$ cat src/rtl/fc_argmax.sv
// Serial argmax over a snapshot of the FC layer's signed Q8.8 score vector.
// The winning index and score are held under a valid/ack handshake until the consumer accepts them.
module fc_argmax #(
  parameter int OC    = 10,
  parameter int W     = 16,
  parameter int IDX_W = $clog2(OC > 1 ? OC : 2)
) (
  input  logic                clk,
  input  logic                rst_n,
  input  logic                scores_valid,
  input  logic signed [W-1:0] scores [0:OC-1],
  input  logic                result_ack,
  output logic [IDX_W-1:0]    class_idx,
  output logic [W-1:0]        max_score,
  output logic                result_valid,
  output logic                busy
);

  typedef enum logic [1:0] {
    IDLE     = 2'd0,
    SCAN     = 2'd1,
    DONE     = 2'd2,
    WAIT_LOW = 2'd3
  } state_t;

  localparam logic [IDX_W-1:0] LAST_IDX = IDX_W'(OC - 1);

  state_t              state, state_n;
  logic signed [W-1:0] snap [0:OC-1];
  logic signed [W-1:0] best;
  logic [IDX_W-1:0]    best_idx;
  logic [IDX_W-1:0]    i;

  // Winner after folding in the current snapshot entry; strict > keeps the lowest index on ties.
  logic                take;
  logic signed [W-1:0] win_val;
  logic [IDX_W-1:0]    win_idx;

  always_comb begin
    // NOTE: every combinational output gets a default first so no path leaves it unassigned (no latch).
    take    = 1'b0;
    win_val = best;
    win_idx = best_idx;
    if (state == SCAN && snap[i] > best) begin
      take    = 1'b1;
      win_val = snap[i];
      win_idx = i;
    end
  end

  // NOTE: sequential state uses non-blocking assignments so every register samples pre-edge values.
  always_ff @(posedge clk or negedge rst_n) begin
    if (!rst_n) state <= IDLE;
    else        state <= state_n;
  end

  always_comb begin
    state_n = state;
    unique case (state)
      IDLE:     if (scores_valid) state_n = (OC == 1) ? DONE : SCAN;
      SCAN:     if (i == LAST_IDX) state_n = DONE;
      DONE:     if (result_ack) state_n = scores_valid ? WAIT_LOW : IDLE;
      WAIT_LOW: if (!scores_valid) state_n = IDLE;
      default:  state_n = IDLE;
    endcase
  end

  always_ff @(posedge clk or negedge rst_n) begin
    if (!rst_n) begin
      // NOTE: the snapshot is small and must read as zero after an aborted scan, so it is reset explicitly.
      for (int k = 0; k < OC; k++) snap[k] <= '0;
      best         <= '0;
      best_idx     <= '0;
      i            <= '0;
      class_idx    <= '0;
      max_score    <= '0;
      result_valid <= 1'b0;
    end else begin
      unique case (state)
        IDLE: begin
          if (scores_valid) begin
            snap     <= scores;
            best     <= scores[0];
            best_idx <= '0;
            i        <= IDX_W'(1);
            if (OC == 1) begin
              class_idx    <= '0;
              max_score    <= scores[0];
              result_valid <= 1'b1;
            end
          end
        end
        SCAN: begin
          if (take) begin
            best     <= win_val;
            best_idx <= win_idx;
          end
          if (i == LAST_IDX) begin
            class_idx    <= win_idx;
            max_score    <= win_val;
            result_valid <= 1'b1;
          end else begin
            i <= i + 1'b1;
          end
        end
        DONE: begin
          if (result_ack) result_valid <= 1'b0;
        end
        default: ;
      endcase
    end
  end

  assign busy = (state != IDLE);

endmodule
$ cat config.mk
export PLATFORM = sky130hd
export DESIGN_NAME = fc_argmax
export DESIGN_NICKNAME = d
export VERILOG_FILES = /design/src/rtl/fc_argmax.sv
export SDC_FILE = /design/constraint.sdc
export NUM_CORES = 1
export LEC_CHECK = 0
export ABC_AREA = 1
export ABC_CLOCK_PERIOD_IN_PS = 2900
export CAP_MARGIN = 0
export CORE_MARGIN = 1
export CORE_UTILIZATION = 48
export DETAILED_ROUTE_END_ITERATION = 8
export PLACE_DENSITY_LB_ADDON = 0.2
export SYNTH_ARGS = -nofsm -noshare
export SYNTH_HDL_FRONTEND = slang
export SYNTH_SLANG_ARGS = --single-unit
$ cat constraint.sdc
create_clock -name clk -period 2.9 [get_ports clk]
set_input_delay 0.58 -clock clk [delete_from_list [all_inputs] [get_ports clk]]
set_output_delay 0.58 -clock clk [all_outputs]
set_load 0.1 [all_outputs]
# [Word level (Yosys, flattened, before mapping)]
# Index checks and enable logic that the tools add are counted.
# Widths: inputs -> output; s select.
[word_totals] out_inout_bits=22 input_bits=164 elab_cells=66 register_bits=207
[classes] n_mux=24 n_addsub=1 eq_ne=10 n_lt_le_gt_ge=2 n_bitwise=1 reduce_logical=11
[ops] operator="$mux 16" count=5
[ops] operator="$bmux 16 s4" count=1
[ops] operator="$pmux 16 s2" count=1
[ops] operator="$mux 4" count=5
[ops] operator="$gt 16x16->1" count=1
[ops] operator="$pmux 4 s2" count=2
[ops] operator="$mux 2" count=5
[ops] operator="$ne 2x2->1 const B" count=5
[ops] operator="$reduce_and 3->1" count=3
[ops] operator="$pmux 2 s4" count=1
[ops] operator="$reduce_bool 2->1" count=3
[ops] operator="$ge 5x5->1 const B" count=1
[ops] operator="$not 4->5" count=1
[ops] operator="$add 4x1->4 const B" count=1
[ops] operator="$eq 2x2->1 const B" count=2
[ops] operator="$eq 4x4->1 const B" count=1
[ops] operator="$reduce_and 2->1" count=2
[ops] operator="$reduce_and 4->1" count=1
[ops] operator="$mux 1" count=3
[ops] operator="$eq 2x1->1 const B" count=1
[ops] operator="$logic_not 2->1" count=1
[ops] operator="$ne 2x1->1 const B" count=1
[ops] operator="$pmux 1 s2" count=1
[ops] operator="$logic_and 1x1->1" count=1

# [Logic depth before layout (Yosys ltp)]
# Gate-level depths: netlist (run 1).
[depth] word_depth=9 ltp_mapped=26 ltp_nobuf=23

# [Worst setup path after synthesis (run 1)]
# OpenSTA, ideal clock, no wires.
[synth_path] path_type="reg-to-reg" from="register i[0]" to="register best[10]" stages_incl_launch_ff=20 slack_ns=0.091 required_time_ns=2.783 setup_time_ns=0.117 arrival_ns=2.693 n_path_buf=4 synth_period_minus_slack_ns=2.809 path_cell_list="dfrtp_1 buf_2 buf_2 buf_2 nand2_1 nand2_1 nand3_1 nand3_1 nand2_1 ha_1 nand2_1 nor2_1 and2b_2 a31oi_4 nand3_4 clkbuf_8 nand2_1 nand3_1 nand2_1 nand2_1"
[synth_between] elab_chain_cells=9 word_cells_on_any_way=12 classes_between="order compare (1); eq/ne (1); mux (7); bitwise (1); reduce/logical (2)"
[synth_rtl] item="start, declared" line="32" rtl="logic [IDX_W-1:0] i;"
[synth_rtl] item="start signal, assigned" line="103" rtl="i <= i + 1'b1;"
[synth_rtl] item="$not 4->5 (implied by the code) *" line="44, 46"
[synth_rtl] item="$bmux 16 s4 *" line="44, 46"
[synth_rtl] item="$mux 16 (implied by the code) * (2 in series)" line="44, 46"
[synth_rtl] item="$gt 16x16->1" line="44" rtl="if (state == SCAN && snap[i] > best) begin"
[synth_rtl] item="$logic_and 1x1->1" line="44"
[synth_rtl] item="$mux 16 / $mux 1 (equally long branches)" line="44"
[synth_rtl] item="$mux 16 / $ne 2x2->1 (equally long branches)"
[synth_rtl] item="$pmux 16 s2 / $reduce_and 3->1 (equally long branches)"
[synth_rtl] item="end signal, assigned" line="83" rtl="best <= scores[0];"
[synth_rtl] item="end signal, assigned" line="95" rtl="best <= win_val;"
[synth_rtl] item="end, declared" line="30" rtl="logic signed [W-1:0] best;"
# Mark *: on every way between the ends. The rest lies on a longest branch, timed or not. The select of a mux whose other input is x is not followed.
# A chain may end at the register's enable or synchronous reset.

# [Worst setup path after layout (run 1)]
[layout_path] from="register i[0]" to="register best[3]"
# Same word-level chain as after synthesis.

==> run metrics, run 1 <==
status=complete, but fails checks; failing checks=negative setup slack; DRT Pass-1 Iters=9; Die H=149 um; Vias per Instance=roughly 5.3; Clock Sinks=207; Fin Setup TNS=-5.80 ns; number of buffers created by CTS=22; VDD IR max=0.631 mV; syn avg cell area=7.23 sq um; reg2reg start=i[0]; area of the multi-input gates=5450 sq um; CP startpoint=i[0]; drt total wl=33.8 mm; Synth Warn #=0; Final Hold Fails=0; Leak=about 7.5 nW; Post-Route Skew=0.0161 ns; Max-slew headroom=around 51%; Sequential Area=5180 sq um; post-route setup slack=-0.204 ns; Worst-Skew Late Latency=0.52 ns; DR vias=10,300; Worst-Margin Slew=0.731 ns; total die area=22,300 sq um; cells on worst reg2reg path=20; initial antenna violation count=0; Placed Cells=1,895; MaxCap Viol Count=0; crit path cell chain=buf_12, clkinv_4, buf_4, o21ai_1, nand3_1, nand3_2, nand2_2, ha_4, nand2_1, nor2_4, nand2_2, nand2_2, nand2_4, nand2_2, nand2_4, buf_6, a31oi_4, buf_6, nand2_1, nand2_1; hold path endpoint=snap[26]; worst hold path stage count=2; Largest stage delay, worst path=0.42 ns; Syn Nets=1,626; HPWL after DPL=22.9 mm; EDFF count, synth=0; CTS tree=done; Pwr Density=1290 nW/um^2; asr flop ratio synth=100%; io pins=186; non-filler cells in the finished layout=1,961; Worst-path clk slew=0.07 ns; Critical Path RT=3.35 ns; final slew viol count=0; largest net degree at the start of global routing=102; total power=19.1 mW; synthesized area=10,400 sq um; Cell variety after synth=30; # diodes=0; reg2reg end=best[3]; Initial Utilization=49.4%; path type of the worst min-delay path=reg2reg; Critical-path top delay cell=dfrtp_2; Min-Delay Startpoint=snap[26]; vias in the first global route=roughly 9,900; Post-synth top flop=dfrtp_1; Hold WS=0.471 ns; fillcell total=1,698; worst-path fanout max=16; Worst Setup Path Type=reg2reg; Max Clk Rate=0.322 GHz; GRT Overall Usage=between 30% and 40%; CP endpoint kind=flop; Routed Antenna Nets=0; GPL Wtd Cong=0.891; routed len/inst=17.2 um; sequential share of the synthesized area=about half; Critical Path Most Common Cell=nand2_2; synthesis-to-layout area growth=42.0%; CTS HTree Levels=1; Reg2Reg Setup Slack=-0.20 ns; Core Area=21,200 sq um; global-route wire length before repair=52.6 mm; Post-Synthesis Cells=1,444; # setup viols final=40; NumNets Final=1,855; num rows=53; fin util=70.1%; Longest Clk Path Bufs=3; GR Overflow Total=0; Initial DRC Count=777; Die Span X=149 um; CP Data Arrival Time=3.55 ns; CP Launch Type=flop; period utilisation layout=107%; RSZ-0062 raised after global routing=yes; pre-CTS WS=-0.210 ns; Finished Cell Area=14,800 sq um; layout cells sized above 1=18.7%; Area after DPL=12,900 sq um; # port buffers=around 190; root buffer cell=clkbuf_16; # DRC=0; synthesized flop and latch total=207; Period minus WS final=about 3.1 ns
-- worst max-delay path by stage --
stage / cells after the start / slack (ns) / to
detailed placement: 19 / -0.21 / best[6]
CTS: 21 / -0.08 / best_idx[1]
floorplan: 19 / 0.09 / best[10]
global placement: 21 / -0.21 / best[15]
finish: 20 / -0.20 / best[3]
global route: 23 / -0.33 / best[15]
-- per-layer routing --
layer	global-route usage (%)	share of wire [%]	wire length, um
met1	44.2	44	15000
met3	5.00	6.9	2320
met4	9.13	3.2	1070
met2	47.2	45	15400
met5	0	0	0
-- what timing repair did --
action / CTS / global route
gates resized for setup: 128 / 96
buffers inserted: 17 / 4
pin swaps: 43 / 21
hold buffers: 1 / 0
hold endpoints to repair: 25 / 0
cloned: 5 / 2
setup endpoints to repair: 40 / 40
-- logic make-up (layout without fill, tap and decap cells) --
logic type	count (synthesis)	after routing	synth area share, %
adders and majority gates	18	18	2.16
buffers and inverters	134	376	5.66
AOI/OAI and AO/OA	110	110	5.68
and+or+nand+nor	975	975	36.9
DFF	207	207	49.6
-- cell usage after synthesis, types with 2 or more instances --
master	count	area share [%]
a21oi_1	24	1.2
a31oi_4	2	0.41
buf_1	9	0.32
buf_2	32	1.5
buf_4	2	0.14
buf_6	4	0.43
clkbuf_1	35	1.3
dfrtp_1	207	50
ha_1	18	2.2
inv_1	47	1.7
inv_2	4	0.14
nand2_1	725	26
nand3_1	69	3.3
nand4_1	18	1.1
nor2_1	153	5.5
nor2_4	2	0.22
o21ai_0	66	3.2
o21ai_1	13	0.62
o22ai_1	3	0.18
-- placed cells by master, fill, tap and decap left out, types with 23 or more instances in the layout --
cell type	instances
buf_4	94
clkbuf_16	24
nand3_1	43
nand3_2	23
dfrtp_1	206
o21ai_0	38
nor2_1	119
clkdlybuf4s50_1	162
nand2_1	680
inv_1	46
nand2_2	30
o21ai_1	28
-- layout make-up --
type | instances | area share (%)
inverter | 51 | 1.34
timing repair buffer | 288 | 19.8
clock inverter | 6 | 0.633
tap | 275 | 2.32
multi-input combinational | 1103 | 36.7
clock buffer | 31 | 4.21
sequential | 207 | 35.0
-- critical path: cells and delay by family (launching register included) --
family / cells / cell delay [ns]
adder cells (fa/ha/maj): 1 / 0.28
flip-flops: 1 / 0.42
AND/OR/NAND/NOR: 12 / 1.06
buffers and inverters: 5 / 0.72
AO/OA/AOI/OAI: 2 / 0.51
-- power breakdown --
part	switching [mW]	total [mW]	internal [mW]	leakage (nW)
logic	6.50	11.2	4.66	4.49
clock network	1.16	2.84	1.68	0.349
registers	0.929	5.09	4.16	2.62
-- registers in the layout, indices dropped and copies added, names as in the netlist --
register and cells:
best_idx 4, best 16, i 4, result_valid 1, max_score 16, snap 160
state 2, class_idx 4
Power figures use the tool's default switching activity.
==> run 2, diff against run 1 <==
Settings changed: SKIP_LAST_GASP from default to 1.
==> run 2 against run 1 <==
  * Critical endpoint is now best[4]
  * The run still ends with negative setup slack left
  * Count of clock-buffer cells in the layout did not move
  * Critical path depth increased by 2
  * Design area decreased by 0.17%
==> run metrics, run 2 (synthesized netlist as in run 1, its figures left out) <==
status=complete, but fails checks; failing checks=negative setup slack; pre-CTS WS=-0.210 ns; Leak=7.46 nW; CP endpoint kind=flop; synthesis-to-layout area growth=41.7%; Sequential Area=5180 sq um; Worst-path clk slew=0.07 ns; root buffer cell=clkbuf_16; Worst-Margin Slew=0.787 ns; total die area=22,300 sq um; crit path cell chain=buf_12, buf_12, buf_16, nor2_2, nor2_1, o21ai_1, nand3_1, nand3_2, nand2_2, buf_4, buf_4, buf_4, buf_4, buf_4, buf_4, buf_4, buf_4, buf_4, nand4_1, nand3_1, nand2_1, nand2_1; Buf/Inv on CP=12; GRT busiest layer=met2; Period minus WS final=3.10 ns; Critical-path top delay cell=dfrtp_2; Die Span X=149 um; Worst Setup Path Type=reg2reg; MaxCap Viol Count=0; Area after DPL=12,900 sq um; largest register by flop count=snap; Post-Route Skew=approximately 0.013 ns; GRT Overall Usage=30.5%; Critical Path RT=approximately 3.3 ns; Max Clk Rate=about 0.32 GHz; GPL Wtd Cong=0.891; HPWL after DPL=22.9 mm; Critical Path Most Common Cell=buf_4; Initial Utilization=between 40% and 50%; io pins=186; CP Data Arrival Time=~3.5 ns; path type of the worst min-delay path=reg2reg; post-route setup slack=-0.198 ns; Worst-Skew Late Latency=0.52 ns; routed len/inst=about 17 um; met3 Use GR=4.94%; Max-slew headroom=47.5%; # DRC=0; met2 usage=around 47%; layout cells sized above 1=between 10% and 20%; Vias per Instance=5.27; CTS tree=done; most common cell after layout, fill and taps aside=nand2_1; VDD IR max=0.665 mV; # port buffers=185; GR Util met1=44.2%; Longest Clk Path Bufs=3; DRT Pass-1 Iters=7; Core Area=21,200 sq um; NumNets Final=1,856; num rows=53; commonest cells after routing, fill and taps aside=nand2_1, dfrtp_1, clkdlybuf4s50_1; max reg flops=160; drt total wl=33.7 mm; Pwr Density=1290 nW/um^2; Placed Cells=1,895; Die H=149 um; Routed Antenna Nets=0; GR Overflow Total=0; # diodes=0; Clock Sinks=207; fillcell total=1,708; largest net degree at the start of global routing=between 100 and 150; global-route wire length before repair=approximately 52 mm; worst-path fanout max=5; initial antenna violation count=0; CP Launch Type=flop; Initial DRC Count=between 800 and 900; CTS HTree Levels=1; total power=19.0 mW; biggest regs=snap x160, best x16, max_score x16; final slew viol count=0; RSZ-0062 raised after global routing=yes; Finished Cell Area=14,800 sq um; top cell family by delay on the critical path=buffers and inverters; number of buffers created by CTS=22; Hold WS=~0.47 ns; area of the multi-input gates=5420 sq um; vias in the first global route=about 10,000; Largest stage delay, worst path=0.45 ns; DR vias=about 10,000; # setup viols final=40; non-filler cells in the finished layout=between 1,500 and 2,000; Final Hold Fails=0; period utilisation layout=107%
-- run 2: routing by layer --
layer	vias up	share of wire [%]
met3	63	7.4
met4	0	2.6
li1	4955	-
met2	441	46
met1	4878	44
met5	-	0
-- run 2: through the flow --
stage / util, % / TNS [ns]
2_1_floorplan: - / 0
3_3_place_gp: 60.9 / -6.02
3_5_place_dp: 60.9 / -7.02
4_1_cts: 67.8 / -1.53
5_1_grt: 69.9 / -9.97
6_report: 69.9 / -5.62
-- run 2: path summary, 6_finish.rpt --
kind                            slack [ns]  endpoint  cells past startpoint  startpoint
worst max-delay path                 -0.20   best[4]                     22        i[0]
worst min register to register        0.47  snap[77]                      2    snap[77]
max in group asynchronous             1.65  snap[99]                      3       rst_n
worst max register to register       -0.20   best[4]                     22        i[0]
min in group asynchronous             0.51  snap[39]                      2       rst_n
worst min-delay path                  0.47  snap[77]                      2    snap[77]
-- run 2: power by group --
group / internal [mW] / switching, mW / total, mW
Clock: 1.67 / 1.16 / 2.84
Sequential: 4.16 / 0.922 / 5.08
Combinational: 4.66 / 6.45 / 11.1
-- run 2: repair_timing --
action / in CTS / in global routing
cloned: 5 / 2
resized for setup: 113 / 103
endpoints found under the setup margin: 40 / 40
hold buffers: 1 / 0
pin swaps: 37 / 24
hold endpoints to repair: 25 / 0
buffers inserted: 17 / 5
-- run 2: cell type report --
cell class / instances / area share (%)
Timing Repair Buffer: 289 / 19.9
Tap cell: 275 / 2.33
Sequential cell: 207 / 35.0
Multi-Input combinational cell: 1103 / 36.6
Clock buffer: 31 / 4.22
Inverter: 51 / 1.34
Clock inverter: 6 / 0.634
-- run 2: worst reg2reg max path, cell delays in order, from the launching register on --
cell and delay [ns]:
dfrtp_2 0.45, buf_12 0.16, buf_12 0.13, buf_16 0.14, nor2_2 0.10, nor2_1 0.07, o21ai_1 0.10, nand3_1 0.12
nand3_2 0.13, nand2_2 0.09, buf_4 0.14, buf_4 0.12, buf_4 0.12, buf_4 0.12, buf_4 0.12, buf_4 0.12
buf_4 0.13, buf_4 0.12, buf_4 0.12, nand4_1 0.15, nand3_1 0.11, nand2_1 0.08, nand2_1 0.05
==> RTL change (settings of run 2) <==
Change the parameter `W` from 16 to 24.
--- a/src/rtl/fc_argmax.sv
+++ b/src/rtl/fc_argmax.sv
@@ -4,3 +4,3 @@
   parameter int OC    = 10,
-  parameter int W     = 16,
+  parameter int W     = 24,
   parameter int IDX_W = $clog2(OC > 1 ? OC : 2)
Ports: changed (resized max_score and scores); port bits go from 186 to 274. No check against the original RTL was run, so the function may have changed too.
==> RTL change against run 2 <==
  * Clock power up 53%
  * Clock skew up 0.0051 ns
  * Maximum frequency fell by 12%
  * Synthesized area up 44%
  * Count of clock-buffer cells in the layout up 16
  * Final area is 43% higher
  * Sequential power up 46%
  * Largest power group unchanged
  * Global-route usage increased by 2.2 points
  * Setup slack got worse by 0.43 ns
  * Sequential cell count rose by 96
  * The flow still finishes with violations (setup timing)
  * Power rose by 46%
  * Critical endpoint is now best[23]
  * Routed wire length up 58%
  * Utilization shrank 0.79 points
==> RTL change: results (changes against run 2) <==
Outcome
  – Run status: complete, but fails checks
  – Violated checks: setup timing

GRT
  – Gr usage total: 32.7% (+2.2 points)
  – Initial antenna violation count: 1 (+1)
  – Global-route wire length before repair: 79.5 mm (+52%)
  – Grt met3 use: 4.94% (about the same)
  – GR Util met2: 52.1% (+5.3 points)
  – Pin count of the biggest net entering global routing: 142 (+39%)
  – Vias in the first global route: 14,600 (+48%)

Worst setup path
  – Worst Reg2Reg Path Length in Cells: 23 (+4.5%)
  – Highest fanout seen on the critical path: 7 (+2)
  – Biggest cell delay along the critical path: 0.56 ns (+0.11 ns)
  – Slowest cell on crit path: dfrtp_4
  – Arrival time at the worst endpoint: 3.94 ns (+0.43 ns)

Timing
  – Setup Total Neg Slack: -29.97 ns (-24.36 ns)
  – Final Hold Slack: 0.0532 ns (-0.415 ns)
  – # setup viols final: 56 (+40%)
  – Worst path setup slack after routing: -0.632 ns (-0.434 ns)
  – Final Skew: 0.0186 ns (+0.00512 ns)
  – Slew Limit Headroom: 55.4% (+7.9 points)

Place
  – RePlAce Congestion: 0.993 (+12%)
  – Dpl hpwl: 36.3 mm (+58%)
  – Instance area after placement: 18,600 µm² (+44%)
  – Post-placement setup slack: -0.607 ns (-0.397 ns)
  – Count of port buffers added during placement: 273 (+48%)

Synthesis
  – Per-instance average area after synthesis: 7.30 µm² (+0.90%)
  – Net Count, Synth: 2,330 (+43%)
  – Top cells by area, synth: dfrtp_1 50%, nand2_1 27%, nor2_1 4.6%, o21ai_0 3.6%, o211ai_1 2.4%
  – Number of distinct library cells after synthesis: 25 (-17%)
  – Share of synthesized area occupied by flip-flops and latches: 50.4% (+0.84 points)
  – Post-synthesis async set-or-reset flop share: 100% (unchanged)

Finish
  – Fraction of final layout cells with drive strength greater than 1: 15.4% (-2.9 points)
  – Largest registers: snap x240, best x24, max_score x24
  – Final instance count without filler cells: 2,809 (+43%)

Detailed routing
  – Drt via density: 5.50 (+4.4%)
  – Average detailed-routed wire length per instance: 19.0 µm (+11%)
  – Pre-Repair DR Iteration Count: 6 (-1)
  – Wire length the detailed router placed on met1: 21.7 mm (+46%)
  – Iteration-0 DRC Markers: 1,818 (+110%)
  – Detail Route met2 WL: 24.7 mm (+60%)
  – Routed length on met3: 4.65 mm (+86%)

Pwr
  – Flop pwr share: 26.8% (about the same)
  – Leakage power summed over all cells: 10.7 nW (+44%)
  – Internal power summed over all cells: 0.0152 W (+45%)
  – Power dissipated in sequential cells: 0.00744 W (+46%)
  – Maximum vdd drop: 0.961 mV (+44%)
  – Combinational group share of total power: 57.6% (-0.8 points)

Min path
  – Hold WC Path Type: in -> async

CTS
  – Number of instances resized during post-cts repair: 101 (-11%)
  – Total clock buffers created by CTS: 34 (+55%)
  – Buffers inserted during post-CTS setup optimization: 26 (+9)
  – H-tree depth reported by CTS: 2 (+1)
-- RTL change: changes by cell type in the layout (fill, tap and decap cells not counted), moves of 48 or more --
cell,change
nand2_1,+328
dfrtp_1,+95
clkdlybuf4s50_1,+80
nor2_1,+52
o21ai_0,+52
o211ai_1,+48
-- RTL change: worst max-delay path: cells and delay by family, from the launching register on --
kind            cells  cell delay [ns]
buf+inv             6             0.85
flops               1             0.56
simple gates       13             1.21
fa+ha+maj           1             0.26
compound gates      3             0.49
-- RTL change: cell families (layout without fill, tap and decap cells) --
kind of cell	count (synthesis)	count (layout)	share of synthesized area (%)
buf+inv	178	530	4.99
flops	303	303	50.4
simple gates	1352	1352	34.8
compound gates	201	201	7.57
other cells	0	1	0
fa+ha+maj	26	26	2.16
-- RTL change: layout make-up --
type	count	area (µm²)
sequential	303	7590
tap	396	495
multi-input combinational	1579	7380
clock inverter	14	148
antenna	1	2.50
timing repair buffer	417	4410
fill	2456	9460
inverter	52	223
clock buffer	47	961
